[src/rtl/dram_arbiter_rr.sv]
`default_nettype none
//------------------------------------------------------------------------------
// Module      : dram_arbiter_rr
// Description : Round-robin arbiter sharing one single-port data memory among
//               NUM_CORES cores. One request per cycle is forwarded to the
//               memory through registered outputs. Read data comes back tagged
//               to the issuing core through a MEM_LATENCY-deep tag pipeline.
// Ports       : clock, reset      - clock (rising edge), async active-high reset
//               req_rd, req_wr    - per-core read / write requests
//               req_addr          - core i address at [i*ADDR_W +: ADDR_W]
//               req_wdata         - core i write data at [i*DATA_W +: DATA_W]
//               grant             - one-hot, core whose request issues this cycle
//               stall             - core is requesting but not granted
//               rdata, rvalid     - returned read data and one-hot owner
//               err_rdwr          - sticky, a core raised rd and wr together
//               mem_addr/wdata/rden/wren - registered memory command
//               mem_q             - memory read data
// Revision    : 1.0 - initial release
//------------------------------------------------------------------------------
module dram_arbiter_rr #(
   parameter int NUM_CORES   = 4,
   parameter int DATA_W      = 16,
   parameter int ADDR_W      = 16,
   parameter int MEM_LATENCY = 1
) (
   input  logic                        clock,
   input  logic                        reset,
   input  logic [NUM_CORES-1:0]        req_rd,
   input  logic [NUM_CORES-1:0]        req_wr,
   input  logic [NUM_CORES*ADDR_W-1:0] req_addr,
   input  logic [NUM_CORES*DATA_W-1:0] req_wdata,
   output logic [NUM_CORES-1:0]        grant,
   output logic [NUM_CORES-1:0]        stall,
   output logic [DATA_W-1:0]           rdata,
   output logic [NUM_CORES-1:0]        rvalid,
   output logic                        err_rdwr,
   output logic [ADDR_W-1:0]           mem_addr,
   output logic [DATA_W-1:0]           mem_wdata,
   output logic                        mem_rden,
   output logic                        mem_wren,
   input  logic [DATA_W-1:0]           mem_q
);

   localparam int                PTR_W    = (NUM_CORES > 1) ? $clog2(NUM_CORES) : 1;
   localparam logic [PTR_W-1:0]  LAST_IDX = PTR_W'(NUM_CORES - 1);

   logic [NUM_CORES-1:0] request;
   logic [NUM_CORES-1:0] eligible;
   logic [ADDR_W-1:0]    addr_arr  [NUM_CORES];
   logic [DATA_W-1:0]    wdata_arr [NUM_CORES];

   logic [PTR_W-1:0]     ptr;
   logic [PTR_W-1:0]     owner;      // core that issued the current mem command
   logic                 found;
   logic [PTR_W-1:0]     win_idx;

   logic [MEM_LATENCY-1:0]            tag_v;
   logic [MEM_LATENCY-1:0][PTR_W-1:0] tag_id;

   genvar gi;
   generate
      for (gi = 0; gi < NUM_CORES; gi++) begin : g_unpack
         assign addr_arr[gi]  = req_addr[gi*ADDR_W +: ADDR_W];
         assign wdata_arr[gi] = req_wdata[gi*DATA_W +: DATA_W];
      end
   endgenerate

   assign request = req_rd | req_wr;
   // A core granted this cycle is masked so its still-held request is not reissued.
   assign eligible = request & ~grant;
   assign stall    = request & ~grant;

   // First eligible core searching upward from ptr with wrap.
   always_comb begin
      int sum;
      logic [PTR_W-1:0] cand;
      found   = 1'b0;
      win_idx = '0;
      sum     = 0;
      cand    = '0;
      for (int k = 0; k < NUM_CORES; k++) begin
         sum = int'(ptr) + k;
         if (sum >= NUM_CORES) sum = sum - NUM_CORES;
         cand = PTR_W'(sum);
         if (!found && eligible[cand]) begin
            found   = 1'b1;
            win_idx = cand;
         end
      end
   end

   always_ff @(posedge clock or posedge reset) begin
      if (reset) begin
         grant     <= '0;
         mem_addr  <= '0;
         mem_wdata <= '0;
         mem_rden  <= 1'b0;
         mem_wren  <= 1'b0;
         ptr       <= '0;
         owner     <= '0;
         err_rdwr  <= 1'b0;
      end else begin
         if (|(req_rd & req_wr)) err_rdwr <= 1'b1;
         if (found) begin
            grant          <= '0;
            grant[win_idx] <= 1'b1;
            mem_addr       <= addr_arr[win_idx];
            mem_wdata      <= wdata_arr[win_idx];
            // Write wins when a core raises both enables.
            mem_wren       <= req_wr[win_idx];
            mem_rden       <= req_rd[win_idx] & ~req_wr[win_idx];
            owner          <= win_idx;
            ptr            <= (win_idx == LAST_IDX) ? '0 : win_idx + 1'b1;
         end else begin
            grant    <= '0;
            mem_rden <= 1'b0;
            mem_wren <= 1'b0;
         end
      end
   end

   // Tag pipeline: stage 0 is loaded at the edge ending the cycle in which
   // mem_rden is high, so the last stage lines up with valid mem_q.
   always_ff @(posedge clock or posedge reset) begin
      if (reset) begin
         tag_v  <= '0;
         tag_id <= '0;
      end else begin
         tag_v[0]  <= mem_rden;
         tag_id[0] <= owner;
         for (int i = 1; i < MEM_LATENCY; i++) begin
            tag_v[i]  <= tag_v[i-1];
            tag_id[i] <= tag_id[i-1];
         end
      end
   end

   always_comb begin
      rvalid = '0;
      if (tag_v[MEM_LATENCY-1]) rvalid[tag_id[MEM_LATENCY-1]] = 1'b1;
   end

   assign rdata = tag_v[MEM_LATENCY-1] ? mem_q : '0;

endmodule
`default_nettype wire

[config.mk]
export PLATFORM = sky130hd
export DESIGN_NAME = dram_arbiter_rr
export DESIGN_NICKNAME = d
export VERILOG_FILES = /design/src/rtl/dram_arbiter_rr.sv
export SDC_FILE = /design/constraint.sdc
export NUM_CORES = 1
export LEC_CHECK = 0
export CAP_MARGIN = 20
export CORE_ASPECT_RATIO = 1.5
export CORE_MARGIN = 8
export CORE_UTILIZATION = 37
export DETAILED_ROUTE_END_ITERATION = 10
export PLACE_DENSITY = 0.86
export SKIP_CTS_REPAIR_TIMING = 1
export SYNTH_ARGS = -nofsm -noshare
export SYNTH_HDL_FRONTEND = slang
export SYNTH_SLANG_ARGS = --single-unit
[constraint.sdc]
create_clock -name clock -period 4.7 [get_ports clock]
set_input_delay 0.47 -clock clock [delete_from_list [all_inputs] [get_ports clock]]
set_output_delay 0.47 -clock clock [all_outputs]
set_load 0.02 [all_outputs]
==> out/results.ini, run 1 <==
[yosys]
netlist_area_um2 = 2870
yosysUniqueCellTypes = 30
yosysWarningCount = 0
synth_cells = 260
seq_area_frac_synth_pct = 40.1
syn_avg_cell_area_um2 = 11.0
ys_ff_latch = 46
syn-num-nets = 416

[timing]
drv_slew = 0
rsz0062_at_grt = false
period_needed_ps = 2830
slew_headroom_pct = 59.4
worst_hold_slack_ps = 390
finalHoldViolations = 0
clock.fmax_ghz = 0.353
tightest_slew_ps = 609
post-route-period-util_pct = 60.2
setup_viol = 0
finClkSkew_ps = 7.42
setup_tns_ps = 0
layout_setup_ws_ps = 1870

[placed_design]
dp_cells = 562
gp_congestion = 0.793
place_ws_ps = 1560
hpwl_um = 8700
placed_cell_area_um2 = 5070
io_buffers = 216

[min_path]
whs_path_depth = 0
min-delay-start = mem_rden$_DFF_PP0_
whs_endpoint = tag_v$_DFF_PP0_
min_path_type = reg2reg

[die]
die-area_um2 = 10900
ioPinCount = 217
std_cell_rows = 39
die-height_um = 124
die_w_um = 87.9
start_util_pct = 38.0
core_area_um2 = 7560

[worst_setup_path]
startpoint_type = primary input
cp_data_arrival_time_ps = 3010
crit_buf_inv = 3
cpPeakStageDelay_ps = 540
rrSetupSlack_ps = 2180
cpLargestDelayFamily = compound AO/OA/AOI/OAI gates
r2r_cells = 7
crit_path_max_fanout = 36
path_cells = clkdlybuf4s50_1 > o21bai_4 > inv_2 > a21o_1 > a21oi_1 > o21a_4 > buf_4 > mux2i_1 > a221oi_1
r2r-start = grant[1]$_DFF_PP0_
cp.required_ps = 4880
end_kind = flip-flop
r2r_end = ptr[1]$_DFFE_PP0P_
slowest_stage = o21a_4
path_class = in2reg

[cells_and_area]
drive_gt1_share_pct = 8.10
final_cell_area_um2 = 5260
utilization_pct = 69.5
area_growth_pct = 83.0
finalNonFillerCells = 571
num_antenna_cells = 0
fin_nets = 624

[drt]
drc_errors = 0
via_per_inst = 5.09
drt_iter0_markers = 175
wl_per_cell_um = 18.8
routed_wirelength_um = 10700
drtAntennaViolNets = 0
vias = 2906
dr.pass1.iters = 4

[clock_tree]
clock_latency_ps = 280
clock_sinks = 46
ctsLongestPathBuffers = 2
tritoncts.num_buffers = 5
cts_root_buf = clkbuf_16
cts_tree = built
h-tree-depth = 2
path_clk_slew_ps = 70

[outcome]
status = finished, final reports clean

[global_route]
antenna_found_initial = 0
grt_max_degree = 47
grt.overflow.total = 0
track_usage_pct = 19.2
grt_pass1_wl_um = 16300
grt_pass1_vias = 3215

[power]
p_per_area_nw_per_um2 = 627
peakVddDrop_mv = 0.379
power_mw = 3.30
p_leak_nw = 2.20

[flow_run]
max-cap-violations = 0

## cell families (layout without fill, tap and decap cells)
logic type      count (synthesis)  in the layout  share of synthesized area [%]
fa+ha+maj                       2              2                          0.871
buf+inv                        28            237                           6.53
compound gates                 49             49                           18.2
mux                            67             67                           23.3
simple gates                   68             68                           11.0
flops                          46             46                           40.1
## state kept, by name, summed over array words and instances (netlist names)
register,count
err_rdwr,1
grant,4
mem_addr,16
mem_rden,1
mem_wdata,16
mem_wren,1
owner,2
ptr,2
tag_id,2
tag_v,1
## layout make-up
class                      instances  area [µm²]
fill                             583        2310
timing repair buffer             222        2220
multi-input combinational        186        1570
sequential                        46        1150
clock buffer                       6         129
tap                              102         128
clock inverter                     2        37.5
inverter                           7        26.3
## worst max path at each step
stage | slack (ps) | cells after the start | to | start
finish | 1870 | 9 | mem_wdata[2]$_DFFE_PP0P_ | req_wr[0]
floorplan | 2510 | 8 | ptr[1]$_DFFE_PP0P_ | grant[1]$_DFF_PP0_
global route | 1690 | 9 | mem_wdata[15]$_DFFE_PP0P_ | req_wr[0]
CTS | 1860 | 9 | mem_wdata[4]$_DFFE_PP0P_ | req_wr[0]
global placement | 1680 | 9 | mem_wdata[0]$_DFFE_PP0P_ | req_wr[0]
detailed placement | 1560 | 9 | mem_wdata[0]$_DFFE_PP0P_ | req_wr[0]
## cells in the final DEF (no fill, tap or decap), types with 2 or more instances in the layout
cell type / count
clkdlybuf4s50_1: 216
mux2i_1: 67
dfrtp_1: 46
nor2_1: 40
and2_1: 19
a221oi_2: 17
a221oi_1: 15
inv_1: 5
nand2_1: 5
clkbuf_16: 5
buf_4: 5
a21o_1: 3
o21ba_2: 2
inv_2: 2
o221ai_1: 2
a21oi_1: 2
o21ai_0: 2
ha_1: 2
## power breakdown
part           internal (mW)  switching, mW  total, mW
logic                   1.06           1.10       2.16
clock network          0.251          0.147      0.399
registers              0.606          0.132      0.738
total                   1.91           1.38       3.30
## cell usage after synthesis
master	number	area share [%]
and3_1	1	0.22
nor3b_1	1	0.26
o221ai_1	2	0.61
a221oi_2	17	8.9
buf_8	1	0.52
mux2i_1	67	23
nand2_1	5	0.65
o21a_1	1	0.26
dfrtp_1	46	40
a21oi_1	3	0.52
a221oi_1	15	4.6
o21bai_1	1	0.26
o21ba_2	2	0.70
nor2_1	40	5.2
buf_12	2	1.4
a222oi_1	1	0.35
clkbuf_1	9	1.2
and2_1	19	4.1
buf_4	1	0.26
inv_1	6	0.78
buf_2	4	0.70
o21ai_0	2	0.35
nor3_1	1	0.17
buf_6	4	1.6
a21o_1	3	0.78
o21bai_4	1	0.65
and3b_1	1	0.30
ha_1	2	0.87
o31ai_1	1	0.26
inv_2	1	0.13
## layer usage
layer,GRT usage (%),vias up,wire (µm)
met2,37.1,125,5990
met1,18.4,1392,3700
met3,6.21,14,862
met5,0,-,0
li1,-,1375,-
met4,5.62,0,178
Power figures use the tool's default switching activity.
==> inputs of run 2 (changes only) <==
--- a/config.mk
+++ b/config.mk
@@ -8,9 +8,9 @@
 export CAP_MARGIN = 20
 export CORE_ASPECT_RATIO = 1.5
 export CORE_MARGIN = 8
-export CORE_UTILIZATION = 37
+export CORE_UTILIZATION = 31
 export DETAILED_ROUTE_END_ITERATION = 10
-export PLACE_DENSITY = 0.86
+export PLACE_DENSITY = 0.77
 export SKIP_CTS_REPAIR_TIMING = 1
 export SYNTH_ARGS = -nofsm -noshare
 export SYNTH_HDL_FRONTEND = slang
==> constraint.sdc (replaced) <==
create_clock -name clock -period 2.3 [get_ports clock]
set_input_delay 0.23 -clock clock [delete_from_list [all_inputs] [get_ports clock]]
set_output_delay 0.23 -clock clock [all_outputs]
set_load 0.02 [all_outputs]
==> out/results.ini, run 2 (synthesis gave the netlist of run 1 again) <==
[cells_and_area]
fin_nets = 632
seq_area_um2 = 1150
reg_top3 = mem_addr (16), mem_wdata (16), grant (4)
drive_gt1_share_pct = 9.64
final_cell_area_um2 = 5360
multi_input_area_um2 = 1570
mostFrequentLayoutCell = clkdlybuf4s50_1
num_antenna_cells = 0
area_growth_pct = 86.6
layout_common_cells = clkdlybuf4s50_1 (216), mux2i_1 (67), dfrtp_1 (46)
fill_cells = 802
finalNonFillerCells = 589

[clock_tree]
clock_sinks = 46
ctsLongestPathBuffers = 2
tritoncts.num_buffers = 5
path_clk_slew_ps = 60
cts_root_buf = clkbuf_16
cts_tree = built
clock_latency_ps = 280
h-tree-depth = 2

[power]
switchingPower_mw = 2.85
peakVddDrop_mv = 0.670
p_per_area_nw_per_um2 = 1290
swShare_pct = 41.3
p_leak_nw = 2.26
power_mw = 6.90
p_int_mw = 4.05
clkPwrFrac_pct = 10.3
pwr-share-comb_pct = 68.1
p_seq_share_pct = 21.6

[timing]
setup_viol = 0
tightest_slew_ps = 774
clock.fmax_ghz = 0.492
post-route-period-util_pct = 88.4
drv_slew = 0
rsz0062_at_grt = false
period_needed_ps = 2030
setup_tns_ps = 0
layout_setup_ws_ps = 267
finalHoldViolations = 0
finClkSkew_ps = 3.63
slew_headroom_pct = 48.4

[drt]
dr.pass1.iters = 6
drtAntennaViolNets = 0
drt_iter0_markers = 90
routed_wirelength_um = 10700
wl_per_cell_um = 18.2
via_per_inst = 4.95
drc_errors = 0
vias = 2914

[placed_design]
placed_cell_area_um2 = 5210
dp_cells = 581
io_buffers = 216
hpwl_um = 9020
place_ws_ps = 21.2
gp_congestion = 0.848

[worst_setup_path]
cp.required_ps = 2520
startpoint_type = primary input
rrSetupSlack_ps = 360
cp_data_arrival_time_ps = 2250
path_class = in2reg
crit_path_max_fanout = 21
end_kind = flip-flop

[die]
die-area_um2 = 12700
start_util_pct = 31.4
ioPinCount = 217
core_area_um2 = 9150
die-height_um = 134
die_w_um = 94.6
std_cell_rows = 43

[global_route]
grt_pass1_wl_um = 16400
antenna_found_initial = 0
grt_max_degree = 27
grt.overflow.total = 0
track_usage_pct = 16.3
grt_pass1_vias = 3247

[outcome]
status = finished, final reports clean

[flow_run]
max-cap-violations = 0

[min_path]
min_path_type = in2async

[run 2: changes by cell type in the layout (fill, tap and decap cells not counted), sizes merged]
cell | before | now
clkinvlp | 1 | 0
bufinv | 1 | 0
clkinv | 0 | 1
buf | 6 | 14
clkbuf | 6 | 7
[run 2: final timing paths]
path,from,end,depth (start not counted)
max in group asynchronous,reset,mem_wdata[1]$_DFFE_PP0P_,3
setup reg to reg,grant[1]$_DFF_PP0_,mem_wren$_DFF_PP0_,8
hold reg to reg,owner[1]$_DFFE_PP0P_,tag_id[1]$_DFF_PP0_,0
hold / removal,reset,mem_wdata[2]$_DFFE_PP0P_,2
setup / recovery,req_wr[0],mem_wren$_DFF_PP0_,10
min in group clock,owner[1]$_DFFE_PP0P_,tag_id[1]$_DFF_PP0_,0
[run 2: final cells by class]
type | count | area share (%)
timing repair buffer | 230 | 43.5
multi-input combinational | 186 | 29.2
sequential | 46 | 21.5
clock buffer | 7 | 2.66
tap | 112 | 2.61
inverter | 7 | 0.490
clock inverter | 1 | 0.0933
[run 2: worst max-delay path: stages]
cell             delay [ps]
clkdlybuf4s50_1         500
o21bai_4                210
inv_2                    60
a21o_1                  170
a21oi_1                 160
o21a_4                  210
buf_12                  200
inv_1                   100
mux2i_1                 240
and2_1                  160
[run 2: power groups by stage]
stage | sequential [mW] | clock (mW) | combinational (mW)
2_1_floorplan | 1.86 | 0 | 2.57
3_3_place_gp | 1.49 | 0 | 4.70
3_5_place_dp | 1.51 | 0 | 4.76
4_1_cts | 1.50 | 0.739 | 4.77
5_1_grt | 1.55 | 0.776 | 5.01
6_report | 1.49 | 0.713 | 4.70
[run 2: per-stage QoR]
step / utilization, % / hold WS (ps)
2_1_floorplan: - / 354
3_3_place_gp: 57.0 / 364
3_5_place_dp: 57.0 / 363
4_1_cts: 58.6 / 301
5_1_grt: 58.6 / 345
6_report: 58.6 / 289
[run 2: per-layer routing]
layer	up-vias	global-route usage (%)	routed length [µm]
met3	8	4.64	846
met4	0	3.92	120
met5	-	0	0
met1	1393	15.6	3720
li1	1387	-	-
met2	126	32.3	6040
==> inputs of run 3 (changes only) <==
==> constraint.sdc (replaced) <==
create_clock -name clock -period 2.3 [get_ports clock]
set_input_delay 0.23 -clock clock [delete_from_list [all_inputs] [get_ports clock]]
set_output_delay 0.23 -clock clock [all_outputs]
set_load 0.05 [all_outputs]
==> out/results.ini, run 3 (synthesis gave the netlist of run 1 again) <==
[clock_tree]
cts_root_buf = clkbuf_16
h-tree-depth = 2
path_clk_slew_ps = 60
tritoncts.num_buffers = 5
cts_tree = built
clock_sinks = 46
ctsLongestPathBuffers = 2
clock_latency_ps = 290

[die]
start_util_pct = 31.4
core_area_um2 = 9150
die-height_um = 134
std_cell_rows = 43
ioPinCount = 217
die_w_um = 94.6
die-area_um2 = 12700

[cells_and_area]
num_antenna_cells = 0
layout_common_cells = clkdlybuf4s50_1 (212), mux2i_1 (67), dfrtp_1 (43)
reg_top3 = mem_addr (16), mem_wdata (16), grant (4)
fill_cells = 800
drive_gt1_share_pct = 10.3
finalNonFillerCells = 587
final_cell_area_um2 = 5340
area_growth_pct = 85.9
mostFrequentLayoutCell = clkdlybuf4s50_1
fin_nets = 630

[drt]
drtAntennaViolNets = 0
routed_wirelength_um = 10900
vias = 2930
via_per_inst = 4.99
drt_iter0_markers = 77
wl_per_cell_um = 18.6
top_layer = met4
dr.pass1.iters = 4
wl_met3_um = 924
dr_wl_met2_um = 5980
drc_errors = 0
wl_met1_um = 3720

[outcome]
status = finished, final reports clean

[timing]
rsz0062_at_grt = false
period_needed_ps = 2170
finalHoldViolations = 0
post-route-period-util_pct = 94.1
layout_setup_ws_ps = 135
clock.fmax_ghz = 0.462
finClkSkew_ps = 6.17
tightest_slew_ps = 550
drv_slew = 0
setup_viol = 0
slew_headroom_pct = 63.2

[min_path]
min_path_type = in2async

[global_route]
grt_pass1_vias = 3320
grt.overflow.total = 0
track_usage_pct = 17.0
antenna_found_initial = 0
grt_pass1_wl_um = 17000
grt_max_degree = 27

[worst_setup_path]
end_kind = output pin
startpoint_type = flip-flop
crit_path_max_fanout = 20
path_class = reg2out
cp.required_ps = 2070
cp_data_arrival_time_ps = 1940

[placed_design]
dp_cells = 579
io_buffers = 216
place_ws_ps = -2.45
hpwl_um = 8940
gp_congestion = 0.788
placed_cell_area_um2 = 5200

[power]
peakVddDrop_mv = 0.917
p_leak_nw = 2.24
p_per_area_nw_per_um2 = 1490

[flow_run]
max-cap-violations = 0

[run 3: per-layer routing]
metal	track usage (%)	vias up
li1	-	1386
met1	16.3	1387
met2	32.0	138
met3	5.31	19
met4	6.36	0
met5	0	-
[run 3: layout make-up]
class	count	area (µm²)	area share [%]
Sequential cell	46	1150	21.6
Tap cell	112	140	2.62
Inverter	7	26.3	0.492
Timing Repair Buffer	228	2300	43.1
Multi-Input combinational cell	186	1580	29.6
Clock buffer	8	136	2.55
[run 3: critical path, stage by stage, from the launching register on]
cell and delay, ps:
dfrtp_1 580, nor3b_1 230, clkdlybuf4s50_1 840
[run 3: where the power goes]
| part | switching (mW) | internal, mW | total [mW] |
|---|---|---|---|
| registers | 0.262 | 1.24 | 1.50 |
| clock network | 0.290 | 0.405 | 0.695 |
| logic | 3.39 | 2.38 | 5.78 |
[run 3: path summary, 6_finish.rpt]
| path | start | to | slack (ps) | cells after the start |
|---|---|---|---|---|
| setup / recovery | tag_v$_DFF_PP0_ | rvalid[0] | 130 | 2 |
| hold / removal | reset | ptr[1]$_DFFE_PP0P_ | 250 | 2 |
| setup reg to reg | grant[2]$_DFF_PP0_ | ptr[0]$_DFFE_PP0P_ | 450 | 7 |
| hold reg to reg | mem_rden$_DFF_PP0_ | tag_v$_DFF_PP0_ | 370 | 0 |
| max in group asynchronous | reset | tag_v$_DFF_PP0_ | 1450 | 3 |
| min in group clock | mem_rden$_DFF_PP0_ | tag_v$_DFF_PP0_ | 370 | 0 |
[run 3: metrics by stage]
step / hold WS (ps) / setup TNS (ps) / power (mW) / util (%)
floorplan: 354 / 0 / 5.51 / -
global placement: 362 / 0 / 7.25 / 56.9
detailed placement: 360 / -2.45 / 7.35 / 56.9
CTS: 254 / 0 / 8.07 / 58.4
global route: 268 / 0 / 8.39 / 58.4
finish: 247 / 0 / 7.98 / 58.4
